[src/rtl/pipe_pkg.sv]
// Shared definitions for the writeback-stage pipeline registers.
// Default widths and the packed writeback payload layout.
package pipe_pkg;
   localparam int XLEN_DEF = 64;
   localparam int RA_W_DEF = 5;

   typedef struct packed {
      logic [RA_W_DEF-1:0] rd;
      logic [XLEN_DEF-1:0] r;
      logic [XLEN_DEF-1:0] d;
      logic                m2reg;
      logic                wreg;
   } wb_payload_t;

   function automatic int wb_payload_w(input int xlen, input int ra_w);
      return ra_w + 2 * xlen + 2;
   endfunction
endpackage

[src/rtl/skid_buffer.sv]
// Generic valid/ready register slice: a 2-entry skid buffer (registered in_ready)
// or a single entry with combinational in_ready, selected by SKID.
module skid_buffer #(
   parameter int PAYLOAD_W = 8,
   parameter bit SKID      = 1'b1
) (
   input  logic                 clk,
   input  logic                 rst,
   input  logic                 flush,
   input  logic                 in_valid,
   output logic                 in_ready,
   input  logic [PAYLOAD_W-1:0] in_data,
   output logic                 out_valid,
   input  logic                 out_ready,
   output logic [PAYLOAD_W-1:0] out_data
);
   logic                 main_valid;
   logic [PAYLOAD_W-1:0] main_data;
   logic                 accept;
   logic                 drain;

   assign out_valid = main_valid;
   assign out_data  = main_data;
   assign accept    = in_valid & in_ready;
   assign drain     = main_valid & out_ready;

   generate
      if (SKID) begin : g_skid
         logic                 skid_valid;
         logic [PAYLOAD_W-1:0] skid_data;

         // in_ready comes straight from a flop; rst masks it so no beat is accepted in reset
         assign in_ready = !skid_valid && !rst;

         always_ff @(posedge clk) begin
            if (rst) begin
               main_valid <= 1'b0;
               skid_valid <= 1'b0;
               main_data  <= '0;
               skid_data  <= '0;
            end else if (flush) begin
               main_valid <= 1'b0;
               skid_valid <= 1'b0;
            end else if (skid_valid) begin
               if (drain) begin
                  main_data  <= skid_data;
                  skid_valid <= 1'b0;
               end
            end else if (accept) begin
               if (!main_valid || out_ready) begin
                  main_data  <= in_data;
                  main_valid <= 1'b1;
               end else begin
                  skid_data  <= in_data;
                  skid_valid <= 1'b1;
               end
            end else if (drain) begin
               main_valid <= 1'b0;
            end
         end
      end else begin : g_single
         assign in_ready = (!main_valid || out_ready) && !rst;

         always_ff @(posedge clk) begin
            if (rst) begin
               main_valid <= 1'b0;
               main_data  <= '0;
            end else if (flush) begin
               main_valid <= 1'b0;
            end else if (accept) begin
               main_data  <= in_data;
               main_valid <= 1'b1;
            end else if (drain) begin
               main_valid <= 1'b0;
            end
         end
      end
   endgenerate
endmodule

[src/rtl/pipe_reg_wb_skid.sv]
// MEM/WB pipeline register with valid/ready handshake, optional skid entry,
// synchronous flush and suppression of writes to x0.
module pipe_reg_wb_skid
   import pipe_pkg::*;
#(
   parameter int XLEN = XLEN_DEF,
   parameter int RA_W = RA_W_DEF,
   parameter bit SKID = 1'b1
) (
   input  logic            clk,
   input  logic            rst,
   input  logic            flush,
   input  logic            in_valid,
   output logic            in_ready,
   input  logic [RA_W-1:0] in_rd,
   input  logic [XLEN-1:0] in_r,
   input  logic [XLEN-1:0] in_d,
   input  logic            in_m2reg,
   input  logic            in_wreg,
   output logic            out_valid,
   input  logic            out_ready,
   output logic [RA_W-1:0] out_rd,
   output logic [XLEN-1:0] out_r,
   output logic [XLEN-1:0] out_d,
   output logic            out_m2reg,
   output logic            out_wreg
);
   localparam int PAYLOAD_W = wb_payload_w(XLEN, RA_W);

   typedef struct packed {
      logic [RA_W-1:0] rd;
      logic [XLEN-1:0] r;
      logic [XLEN-1:0] d;
      logic            m2reg;
      logic            wreg;
   } payload_t;

   payload_t pay_in;
   payload_t pay_out;
   logic     held_valid;

   // x0 is hard-wired zero, so its write request is dropped at capture
   always_comb begin
      pay_in       = '0;
      pay_in.rd    = in_rd;
      pay_in.r     = in_r;
      pay_in.d     = in_d;
      pay_in.m2reg = in_m2reg;
      pay_in.wreg  = in_wreg & (in_rd != '0);
   end

   skid_buffer #(
      .PAYLOAD_W(PAYLOAD_W),
      .SKID     (SKID)
   ) u_buf (
      .clk      (clk),
      .rst      (rst),
      .flush    (flush),
      .in_valid (in_valid),
      .in_ready (in_ready),
      .in_data  (pay_in),
      .out_valid(held_valid),
      .out_ready(out_ready),
      .out_data (pay_out)
   );

   assign out_valid = held_valid;
   assign out_rd    = pay_out.rd;
   assign out_r     = pay_out.r;
   assign out_d     = pay_out.d;
   assign out_m2reg = pay_out.m2reg;
   assign out_wreg  = pay_out.wreg & held_valid;
endmodule

[config.mk]
export PLATFORM = sky130hd
export DESIGN_NAME = pipe_reg_wb_skid
export DESIGN_NICKNAME = d
export VERILOG_FILES = /design/src/rtl/pipe_pkg.sv /design/src/rtl/skid_buffer.sv /design/src/rtl/pipe_reg_wb_skid.sv
export SDC_FILE = /design/constraint.sdc
export NUM_CORES = 1
export LEC_CHECK = 0
export CAP_MARGIN = 20
export CORE_MARGIN = 5
export CORE_UTILIZATION = 30
export CTS_BUF_LIST = sky130_fd_sc_hd__clkbuf_4 sky130_fd_sc_hd__clkbuf_8 sky130_fd_sc_hd__clkbuf_16
export CTS_CLUSTER_SIZE = 8
export DETAILED_ROUTE_END_ITERATION = 8
export GPL_ROUTABILITY_DRIVEN = 0
export GPL_TIMING_DRIVEN = 0
export PLACE_DENSITY_LB_ADDON = 0.2
export SETUP_SLACK_MARGIN = 0.05
export SLEW_MARGIN = 20
export SYNTH_ARGS = -nofsm -noshare
export SYNTH_HDL_FRONTEND = slang
export SYNTH_HIERARCHICAL = 1
export SYNTH_SLANG_ARGS = --single-unit
[constraint.sdc]
create_clock -name clk -period 4.45 [get_ports clk]
set_input_delay 0.89 -clock clk [delete_from_list [all_inputs] [get_ports clk]]
set_output_delay 0.89 -clock clk [all_outputs]
set_load 0.05 [all_outputs]
==> impl_metrics.tcl, run 1 <==
set metrics [dict create \
    outcome "completed" \
    cp-end-kind "output pin" \
    hold_buffers 0 \
    drive_above_1_share_pct 6.20 \
    rsz0062_at_grt "false" \
    grt_pass1_wl_mm 72.3 \
    hold_violations 0 \
    dp_hpwl_mm 33.1 \
    grt_max_degree 11 \
    min_period_ps 4110 \
    fin_skew_ps 10.9 \
    grt_use_total_pct 19.4 \
    slew_headroom_pct 27.0 \
    cts_root_buf "clkbuf_16" \
    wire_per_inst_um 19.3 \
    yosys-top-cells-area "dfxtp_1 43%, o21ai_0 11%, nor2b_1 6.8%" \
    clk_pin_slew_worst_paths_ps 50 \
    cp.arrival_ps 3220 \
    synth_cells 1550 \
    drt-total-wl_mm 46.5 \
    yosysTopAreaCell "dfxtp_1" \
    seqPwrFrac_pct 40.7 \
    max_freq_mhz 244 \
    synth_area_per_cell_um2 8.08 \
    drtPass1Iterations 5 \
    die_h_um 214 \
    final_antenna_net_count 0 \
    synth_fa_ha_area_share_pct 0 \
    antenna_found_initial 4 \
    cts_made_buffers 40 \
    initial_core_util_pct 30.5 \
    vias_per_cell 5.18 \
    drc_errors 0 \
    synthSimpleGateAreaFrac_pct 18.1 \
    yosysSeqAreaShare_pct 43.5 \
    clkLatencyLatePin_ps 540 \
    clockBufferDepth 3 \
    grt_pass1_vias 12637 \
    startpoint "rst" \
    required_ps 3560 \
    cts.sinks 272 \
    crit_type "primary input to output pin" \
    coreArea_um2 41100 \
    placed_cell_area_um2 15900 \
    synthTopCellsByCount "272 x dfxtp_1, 270 x o21ai_0, 157 x clkbuf_1, 137 x a21oi_1, 137 x nor2b_1" \
    synth-warning-count 6 \
    die_x_um 214 \
    syn_nets 1690 \
    yosysMostFrequentCell "dfxtp_1" \
    gr-total-overflow 0 \
    io_buffers 275 \
    synthesis.area_um2 12500 \
    r2r-start "u_buf/g_skid.skid_valid$_SDFF_PP0_" \
    synth_top_cell_area_share_pct 43.5 \
    maxCapViolations 0 \
    io_pins 277 \
    fp.dieArea_um2 45900 \
    nets 2007 \
    timing.final.ws_setup_ps 344 \
    fin_area_um2 17000 \
    crit_fanout 10 \
    hold_path_class "flip-flop to flip-flop" \
    p_leak_nw 5.57 \
    row_count 74 \
    pwr-share-clk_pct 43.3 \
    min_from "u_buf/out_data[69]$_SDFFE_PP0P_" \
    cts_repair_resize_count 0 \
    startpoint_type "primary input" \
    fin_tns_setup_ps 0 \
    post-cts-setup-buffers 0 \
    synthXorXnorAreaFrac_pct 0 \
    powerDensity_nw_per_um2 368 \
    swShare_pct 27.7 \
    post-place-ws_ps 321 \
    synth_edf_count 0 \
    power_mw 6.27 \
    synthFlopType "dfxtp_1" \
    cts_tree "yes" \
    ir_drop_mv 0.200 \
    initialDrtViolationCount 720 \
    p_int_mw 4.53 \
    synth_cell_type_count 24 \
    synthMuxAreaShare_pct 0 \
    p_comb_share_pct 16.0 \
    vias 12470 \
    syn2layout_area_growth_pct 35.9 \
    synth_seq_cells 272 \
    synth_top_family_by_area "compound AO/OA/AOI/OAI gates" \
    synthArstFlopShare_pct 0 \
    p_switching_mw 1.74 \
    setup_viol 0 \
    drv_slew 0 \
    cts.htree.levels 2 \
    synth_compound_area_share_pct 28.4 \
    tightest_slew_ps 1100 \
    fin_crit_sh_pct 92.3 \
]
## power by group through the flow
| stage | logic, mW | registers, mW | clock network (mW) |
|---|---|---|---|
| CTS | 1.01 | 2.55 | 2.80 |
| global placement | 1.00 | 2.60 | 0 |
| finish | 1.00 | 2.55 | 2.71 |
| detailed placement | 1.01 | 2.60 | 0 |
| floorplan | 0.358 | 2.83 | 0 |
| global route | 1.07 | 2.56 | 2.89 |
## through the flow
stage | hold WS [ps] | std cells | utilization, %
5_1_grt | 474 | 2406 | 41.4
2_1_floorplan | 442 | 1550 | -
3_3_place_gp | 450 | 2357 | 38.8
3_5_place_dp | 457 | 2357 | 38.8
4_1_cts | 465 | 2403 | 41.4
6_report | 461 | 2406 | 41.4
## critical path, cell delays in order
cell	delay, ps
clkbuf_1	170
clkbuf_1	830
clkbuf_1	480
nor2_1	100
clkdlybuf4s50_1	730
## cell usage in the layout (no fill, tap or decap), types with 2 or more instances in the layout
| cell | netlist | routed |
|---|---|---|
| nor3_1 | 136 | 136 |
| inv_6 | 0 | 2 |
| nand3_1 | 135 | 135 |
| clkbuf_1 | 157 | 156 |
| clkdlybuf4s50_1 | 0 | 275 |
| buf_6 | 7 | 7 |
| nor2b_1 | 137 | 137 |
| inv_1 | 135 | 135 |
| dfxtp_1 | 272 | 272 |
| diode_2 | 0 | 3 |
| buf_1 | 6 | 6 |
| clkbuf_16 | 0 | 41 |
| a221oi_1 | 85 | 85 |
| buf_2 | 11 | 11 |
| o21ai_0 | 270 | 270 |
| nor3b_1 | 2 | 2 |
| a21oi_1 | 137 | 137 |
| a221oi_2 | 50 | 50 |
## registers in the layout, summed over array words and instances (netlist names)
| register | cells |
|---|---|
| u_buf/g_skid.skid_data | 135 |
| u_buf/out_data | 135 |
| u_buf/g_skid.skid_valid | 1 |
| u_buf/out_valid | 1 |
## cell families after synthesis
logic type             count (synthesis)
buffers and inverters                316
flip-flops                           272
AND/OR/NAND/NOR                      417
AO/OA/AOI/OAI                        545
## layout make-up
class / instances / area [um^2]
inverters: 135 / 507
well taps: 532 / 666
fillers: 4190 / 24100
repair buffers: 275 / 2750
plain buffers: 181 / 747
flip-flops and latches: 272 / 5450
clock buffers: 43 / 1050
diodes: 3 / 7.51
multi-input cells: 962 / 5830
clock inverters: 3 / 25.0
## per-layer routing
metal	track usage, %	part of all wire (%)	routed length (um)
met1	25.6	45	20800
met2	30.7	45	21100
met3	5.20	7.4	3430
met4	7.02	2.7	1260
met5	0	0.015	7
## final timing paths
| path | cells past startpoint | endpoint | slack (ps) |
|---|---|---|---|
| setup / recovery | 5 | in_ready | 340 |
| hold / removal | 2 | u_buf/out_data[69]$_SDFFE_PP0P_ | 460 |
| setup reg to reg | 8 | u_buf/out_data[40]$_SDFFE_PP0P_ | 1300 |
| hold reg to reg | 2 | u_buf/out_data[69]$_SDFFE_PP0P_ | 460 |
No activity file was read; power rests on OpenSTA's default activity.
==> inputs of run 2 (changes only) <==
Settings changed: ABC_CLOCK_PERIOD_IN_PS set to 4450, SKIP_LAST_GASP set to 1.
==> results of run 2 <==
The final DEF is identical to that of run 1; final timing and power are the same.
==> RTL edit: new RTL, config.mk and constraints of run 2 <==
`XLEN_DEF`: 64 -> 56.
--- a/src/rtl/pipe_pkg.sv
+++ b/src/rtl/pipe_pkg.sv
@@ -2,5 +2,5 @@
 // Default widths and the packed writeback payload layout.
 package pipe_pkg;
-   localparam int XLEN_DEF = 64;
+   localparam int XLEN_DEF = 56;
    localparam int RA_W_DEF = 5;
 
Interface: changed (resized in_d, in_r, out_d and out_r); port bits go from 277 to 245. No check against the original RTL was run, so the function may have changed too.
==> RTL edit against run 2 <==
- largest cell class unchanged
- routed wire length shrank 12%
- final area down 8.5%
- highest routed layer unchanged
- non-clock buffer count down 54
- setup slack worse by 0.019 ns
- total power decreased by 10%
- cell count is 10% lower
- sequential cell count is 32 lower
- area after synthesis decreased by 8.0%
- maximum frequency down 0.47%
- via count decreased by 12%
==> RTL edit: results <==
sta:
  holdWs_ns: 0.459
  finClkSkew_ns: 0.0166
  post-route-worst-setup-slack_ns: 0.324
  worst-slew-pin-transition_ns: 1.13
setup_path:
  timing.reg2reg.worst_path_depth: 5
  startpoint: "rst"
  cp_slowest_cell: "sky130_fd_sc_hd__clkbuf_1"
  timing.rr.start: "u_buf/out_valid"
  worst_r2r_endpoint: "u_buf/out_data[46]"
  cp_max_fo: 10
  crit_path_end: "in_ready"
  worst_path_largest_cell_delay_ns: 0.84
  worst-endpoint-arrival_ns: 3.24
  ff2ff_setup_slack_ns: 1.76
synthesis:
  syn-num-nets: 1493
  postSynth.asyncResetShare_pct: 0
  synthesis.instances: 1369
  post-synth-top-count-cell: "sky130_fd_sc_hd__dfxtp_1"
  post_synth_num_cell_types: 24
  synth-seq-area-share_pct: 41.7
  netlist_top_cells_count: "sky130_fd_sc_hd__dfxtp_1, sky130_fd_sc_hd__o21ai_0, sky130_fd_sc_hd__clkbuf_1, sky130_fd_sc_hd__a21oi_1, sky130_fd_sc_hd__nor2b_1"
  synth_top_cells_by_area: "sky130_fd_sc_hd__dfxtp_1, sky130_fd_sc_hd__a221oi_2, sky130_fd_sc_hd__o21ai_0, sky130_fd_sc_hd__nor2b_1, sky130_fd_sc_hd__a21oi_1"
  number_of_warnings_issued_by_yosys: 6
global_route:
  grt.met2_usage_pct: 30.4
  initial_antenna_violation_count: 4
  grt_use_total_pct: 18.5
  grt_first_pass_wirelength_um: 62600
  grt.met3_usage_pct: 3.78
  grt.met1_usage_pct: 24.8
  via_count_of_the_first_global_routing_pass: 10800
cells_and_area:
  fillCellCount: 3817
  fin_cells: 2165
  final_layout_size_suffix_gt1_share_pct: 10.3
  design.final.nets: 1773
power:
  pwr_density_cell_nw_per_um2: 363
  vdd_drop_max_mv: 0.225
  p_leak_nw: 4.95
placed_design:
  portBuffers: 242
  number_of_cells_after_detailed_placement: 2122
  placed_instance_area_um2: 14600
  dp_hpwl_um: 28400
  dp_worst_setup_slack_ns: 0.353
hold_path:
  min_to: "u_buf/out_data[40]"
  hold-path-cell-count: 2
  worst_hold_path_type: "reg -> reg"
  hold_path.startpoint: "u_buf/out_data[40]"
clock_network:
  worst_case_clock_buffer_depth: 3
  cts-htree-levels: 2
  worst_skew_pair.late_latency_ns: 0.51
  cts_buffers: 36
  cts.clk_slew.worst_paths_ns: 0.05
detailed_routing:
  dr.max_layer_used: "met5"
  met1Wirelength_um: 17900
  drt-vias-per-instance: 5.09
  dr.first_iter.drc_count: 568
  drt-total-wl_um: 40700
  firstDrtPassIters: 7
  wl_met2_um: 19300
  dr_wl_met3_um: 2530
status:
  run_status: "finished clean"
==> RTL edit: logic make-up (layout without fill, tap and decap cells) <==
| kind of cell | Yosys count | count (layout) | synth area share (%) |
|---|---|---|---|
| other | 0 | 1 | 0 |
| flip-flops | 240 | 240 | 41.7 |
| AND/OR/NAND/NOR | 369 | 369 | 17.5 |
| buffers and inverters | 279 | 563 | 10.0 |
| AO/OA/AOI/OAI | 481 | 481 | 30.8 |
==> RTL edit: cell type report <==
type / instances / area (um^2) / share of cell area [%]
Multi-Input combinational cell: 850 / 5570 / 35.7
Sequential cell: 240 / 4800 / 30.9
Timing Repair Buffer: 242 / 2420 / 15.6
Clock buffer: 42 / 982 / 6.31
Buffer: 160 / 709 / 4.56
Tap cell: 511 / 639 / 4.11
Inverter: 119 / 447 / 2.87
Antenna cell: 1 / 2.50 / 0.0161
==> RTL edit: power by group <==
group	internal (mW)	switching [mW]	leakage, nW
sequential	2.22	0.0354	1.95
combinational	0.351	0.581	2.51
clock	1.52	0.936	0.487
total	4.09	1.55	4.95
